$ cat src/rtl/fifo_uart_tx.sv
// fifo_uart_tx: pops bytes from the async FIFO read port and sends
// them as UART frames (start, 8 data LSB first, optional parity, stop).
module fifo_uart_tx #(
    parameter int DSIZE = 8,
    parameter int PRE_W = 6
) (
    input  logic             CLK,
    input  logic             RST,
    input  logic [DSIZE-1:0] rdata,
    input  logic             rempty,
    output logic             rinc,
    input  logic [PRE_W-1:0] PRESCALE,
    input  logic             PAR_EN,
    input  logic             PAR_TYP,
    output logic             TX_OUT,
    output logic             busy
);

    localparam int CW = (DSIZE > 1) ? $clog2(DSIZE) : 1;

    typedef enum logic [2:0] {
        IDLE,
        START,
        DATA,
        PARITY,
        STOP
    } state_t;

    state_t           state;
    logic [DSIZE-1:0] shift_reg;
    logic [DSIZE-1:0] byte_reg;
    logic [PRE_W-1:0] pre_reg;
    logic [PRE_W-1:0] bit_cnt;
    logic [CW-1:0]    data_cnt;
    logic             par_en_r;
    logic             par_typ_r;
    logic             bit_end;
    logic [PRE_W-1:0] pre_eff;

    // Pop only while idle; held off during reset so nothing is lost.
    assign rinc    = (state == IDLE) & ~rempty & ~RST;
    assign pre_eff = (PRESCALE == '0) ? PRE_W'(1) : PRESCALE;
    assign bit_end = (bit_cnt == pre_reg - PRE_W'(1));

    // Frame sequencer with registered line and busy outputs.
    always_ff @(posedge CLK or posedge RST) begin
        if (RST) begin
            state     <= IDLE;
            TX_OUT    <= 1'b1;
            busy      <= 1'b0;
            shift_reg <= '0;
            byte_reg  <= '0;
            pre_reg   <= '0;
            bit_cnt   <= '0;
            data_cnt  <= '0;
            par_en_r  <= 1'b0;
            par_typ_r <= 1'b0;
        end else begin
            case (state)
                IDLE: begin
                    TX_OUT   <= 1'b1;
                    busy     <= 1'b0;
                    bit_cnt  <= '0;
                    data_cnt <= '0;
                    if (!rempty) begin
                        shift_reg <= rdata;
                        byte_reg  <= rdata;
                        pre_reg   <= pre_eff;
                        par_en_r  <= PAR_EN;
                        par_typ_r <= PAR_TYP;
                        state     <= START;
                        TX_OUT    <= 1'b0;
                        busy      <= 1'b1;
                    end
                end
                START: begin
                    if (bit_end) begin
                        bit_cnt <= '0;
                        state   <= DATA;
                        TX_OUT  <= shift_reg[0];
                    end else begin
                        bit_cnt <= bit_cnt + PRE_W'(1);
                    end
                end
                DATA: begin
                    if (bit_end) begin
                        bit_cnt   <= '0;
                        shift_reg <= shift_reg >> 1;
                        if (data_cnt == CW'(DSIZE - 1)) begin
                            data_cnt <= '0;
                            if (par_en_r) begin
                                state  <= PARITY;
                                TX_OUT <= (^byte_reg) ^ par_typ_r;
                            end else begin
                                state  <= STOP;
                                TX_OUT <= 1'b1;
                            end
                        end else begin
                            data_cnt <= data_cnt + CW'(1);
                            TX_OUT   <= shift_reg[1];
                        end
                    end else begin
                        bit_cnt <= bit_cnt + PRE_W'(1);
                    end
                end
                PARITY: begin
                    if (bit_end) begin
                        bit_cnt <= '0;
                        state   <= STOP;
                        TX_OUT  <= 1'b1;
                    end else begin
                        bit_cnt <= bit_cnt + PRE_W'(1);
                    end
                end
                STOP: begin
                    if (bit_end) begin
                        bit_cnt <= '0;
                        state   <= IDLE;
                        TX_OUT  <= 1'b1;
                        busy    <= 1'b0;
                    end else begin
                        bit_cnt <= bit_cnt + PRE_W'(1);
                    end
                end
                default: begin
                    state  <= IDLE;
                    TX_OUT <= 1'b1;
                    busy   <= 1'b0;
                end
            endcase
        end
    end

endmodule

$ cat config.mk
export PLATFORM = sky130hd
export DESIGN_NAME = fifo_uart_tx
export DESIGN_NICKNAME = d
export VERILOG_FILES = /design/src/rtl/fifo_uart_tx.sv
export SDC_FILE = /design/constraint.sdc
export NUM_CORES = 1
export LEC_CHECK = 0
export CELL_PAD_IN_SITES_DETAIL_PLACEMENT = 0
export CELL_PAD_IN_SITES_GLOBAL_PLACEMENT = 2
export CORE_MARGIN = 10
export CORE_UTILIZATION = 35
export CTS_CLUSTER_SIZE = 14
export DETAILED_ROUTE_END_ITERATION = 8
export GPL_TIMING_DRIVEN = 0
export MAX_ROUTING_LAYER = met4
export PLACE_DENSITY = 0.74
export SLEW_MARGIN = 0
export SYNTH_ARGS = -nofsm -noshare
export SYNTH_HDL_FRONTEND = slang
export SYNTH_SLANG_ARGS = --single-unit
$ cat constraint.sdc
create_clock -name CLK -period 3.9 [get_ports CLK]
set_input_delay 0.39 -clock CLK [delete_from_list [all_inputs] [get_ports CLK]]
set_output_delay 0.39 -clock CLK [all_outputs]
set_load 0.05 [all_outputs]
==> results by group <==
Drt
  • DRC: 0
  • Post-route ant nets: 0
  • 1st-iter DRT viols: 71
  • Routed len/inst: between 15 and 20 um
  • Drt via density: 5.434
  • Drt first pass iters: 4
  • Vias: 1576
  • Post-Route WL: 4770 um

Logic synthesis
  • Net count after synthesis: 212
  • Synth Flop Type: dfrtp_1
  • Commonest cells in the netlist: dfrtp_1 (37), nand2_1 (16), o21ai_0 (13), inv_1 (12)
  • Cells after synthesis: 189
  • Most frequent cell after synthesis: dfrtp_1
  • FFs w/ async S/R, synth: 1.000
  • Ys Warns: 0
  • Synth cell types: 44
  • Post-synth top area cell: dfrtp_1
  • Post-synth EDFFs: 0
  • Seq/Total Area, Yosys: 0.4700
  • Largest cells by area after synthesis: dfrtp_1 (46%), mux2_2 (5.6%), xnor2_1 (4.8%)
  • Flops & latches, synth: 38
  • Mean Syn Cell Area: 10.72 sq um
  • Area share of the largest cell type after synthesis: 0.4571
  • Post-synthesis instance area: 2026 sq um

Critical path
  • Critical Path Start Type: flip-flop
  • Worst r2r src: pre_reg[0]
  • Setup Crit Path Kind: reg -> out
  • Reg2reg path depth: 7
  • Worst R2R End: state[0]
  • Worst setup EP type: output port
  • CP max FO: 10
  • WP data arrival: 2.75 ns
  • Flop-to-flop setup slack: 1.68 ns
  • Worst endpoint required time: 3.51 ns

Timing
  • Post-Route Setup TNS: 0 ns
  • Final setup viols: 0
  • Fmax: 319.0 MHz
  • Minimum clock period: between 3 and 4 ns
  • Slew headroom: 0.4646
  • Hold Vio Cnt, Final: 0
  • RSZ-0062 raised after global routing: no
  • Final period utilization: 0.8039
  • Worst slew pin tran: between 0.8 and 0.9 ns
  • Setup Skew: ~0.008 ns
  • Final slew viol count: 0

Worst hold path
  • Hold/Removal Path Class: reg -> reg
  • Hold Path Cell Cnt: 1
  • Hold path start: byte_reg[2]
  • Worst Hold End: byte_reg[2]

Die
  • Die Area: 9230 sq um
  • Die Y: 96.08 um
  • Die W: approximately 96 um
  • I/O pins: 22
  • Initial Util: 0.3634
  • Std cell rows: 27
  • Core area: 5574 sq um

Final layout
  • Share of cells above drive strength 1: 0.1422
  • Area Growth Syn to Fin: 19.52%
  • Non-filler cells, final: 290
  • Final #Nets: 240
  • Antenna cells: 0

Global route
  • Pin count of the biggest net entering global routing: 39
  • Vias in the first global route: approximately 1700
  • First-pass GRT wire length: ~8000 um
  • Initial antenna violation count: 0
  • GR Util All Layers: 0.1146
  • Remaining global-route overflow: 0

CTS
  • Root buf cell: clkbuf_8
  • CTS tree: built
  • Clk buf depth: 2
  • Number of buffers created by CTS: 5
  • CTS H-Tree Depth: 2
  • Clk pin slew, worst setup/hold paths: 0.08 ns
  • Clk_lat worst skew: roughly 0.29 ns
  • # hold bufs at CTS: 0
  • Setup bufs post-CTS: 0
  • TritonCTS Sinks: 38
  • PostCTS Resize Cnt: 0

Place
  • Post-DP HPWL: ~3600 um
  • Gpl congestion: 0.7446
  • IO buf count: 21
  • Placed cell count: 282

Power and ir drop
  • Leak: 0.9782 nW
  • PD cells: 782.2 nW/um^2
  • Peak supply drop: about 0.32 mV

Run
  • Number of max-cap violations: 0

Status
  • Status: finished clean
kinds of logic after synthesis:
family	Yosys count	synth area share
buffers and inverters	18	0.03397
xor gates and xnor gates	13	0.06671
AOI/OAI and AO/OA	47	0.1785
and+or+nand+nor	55	0.1501
DFF	38	0.4700
adders and majority gates	4	0.02471
muxes	14	0.07597
where the power goes:
group / total, mW / internal [mW] / switching, mW / leakage [nW]
Combinational: 0.895 / 0.438 / 0.457 / 0.469
Sequential: 0.711 / 0.565 / 0.146 / 0.462
Clock: 0.288 / 0.142 / 0.145 / 0.0472
worst max-delay path: stages (launching register included):
cell	delay, ns
dfrtp_1	0.36
clkbuf_1	0.19
nor2_1	0.30
nand2_1	0.24
clkbuf_1	0.31
nor3_1	0.20
clkdlybuf4s50_1	0.84
metrics by stage:
stage / hold WS (ns) / total power, mW / utilization / setup WS, ns / area [sq um]
floorplan: 0.4798 / 1.391 / - / 1.371 / 2026
global placement: 0.4921 / 1.591 / 0.4173 / 1.075 / 2326
detailed placement: 0.5055 / 1.622 / 0.4173 / 1.106 / 2326
CTS: 0.5235 / 1.918 / 0.4343 / 0.7582 / 2421
global route: 0.5411 / 2.043 / 0.4343 / 0.5006 / 2421
finish: 0.5146 / 1.894 / 0.4343 / 0.7649 / 2421
final cells by class:
cell class              count  area (sq um)
well taps                  72         90.09
clock buffers               6         82.58
multi-input cells         133          1005
inverters                  12         45.04
repair buffers             21         210.2
clock inverters             2         12.51
plain buffers               6         23.77
fillers                   519          3153
flip-flops and latches     38         952.2
metal layers:
metal	up-vias	global-route usage	part of all wire
met5	-	-	0
met4	0	0.04054	0.013
met3	7	0.03424	0.026
met2	26	0.1822	0.50
met1	788	0.1345	0.46
li1	755	-	-
worst max path at each step:
stage              from    to  slack, ns
2_1_floorplan  state[0]  rinc       1.37
3_3_place_gp   state[0]  rinc       1.07
3_5_place_dp   state[0]  rinc       1.11
4_1_cts        state[0]  rinc       0.76
5_1_grt        state[0]  rinc       0.50
6_report       state[0]  rinc       0.76
cells in the final DEF, fill, tap and decap left out, types with 2 or more instances in the layout:
master,Yosys,routed
inv_1,12,11
o221ai_1,2,2
nand3_1,5,5
nor3_1,3,3
a21oi_1,4,4
a32o_1,3,3
clkbuf_8,0,6
o21ai_0,13,13
nor2_1,11,11
or4_1,4,4
ha_1,4,4
o221a_1,7,7
mux2i_1,3,3
clkbuf_1,5,5
mux2_2,10,10
a31o_2,2,2
clkdlybuf4s50_1,0,21
a22o_1,2,2
or3_1,8,8
xnor2_1,11,11
nand2_1,16,16
o31ai_1,4,4
dfrtp_1,37,37
Note: power is estimated with default switching activity, not from simulation.
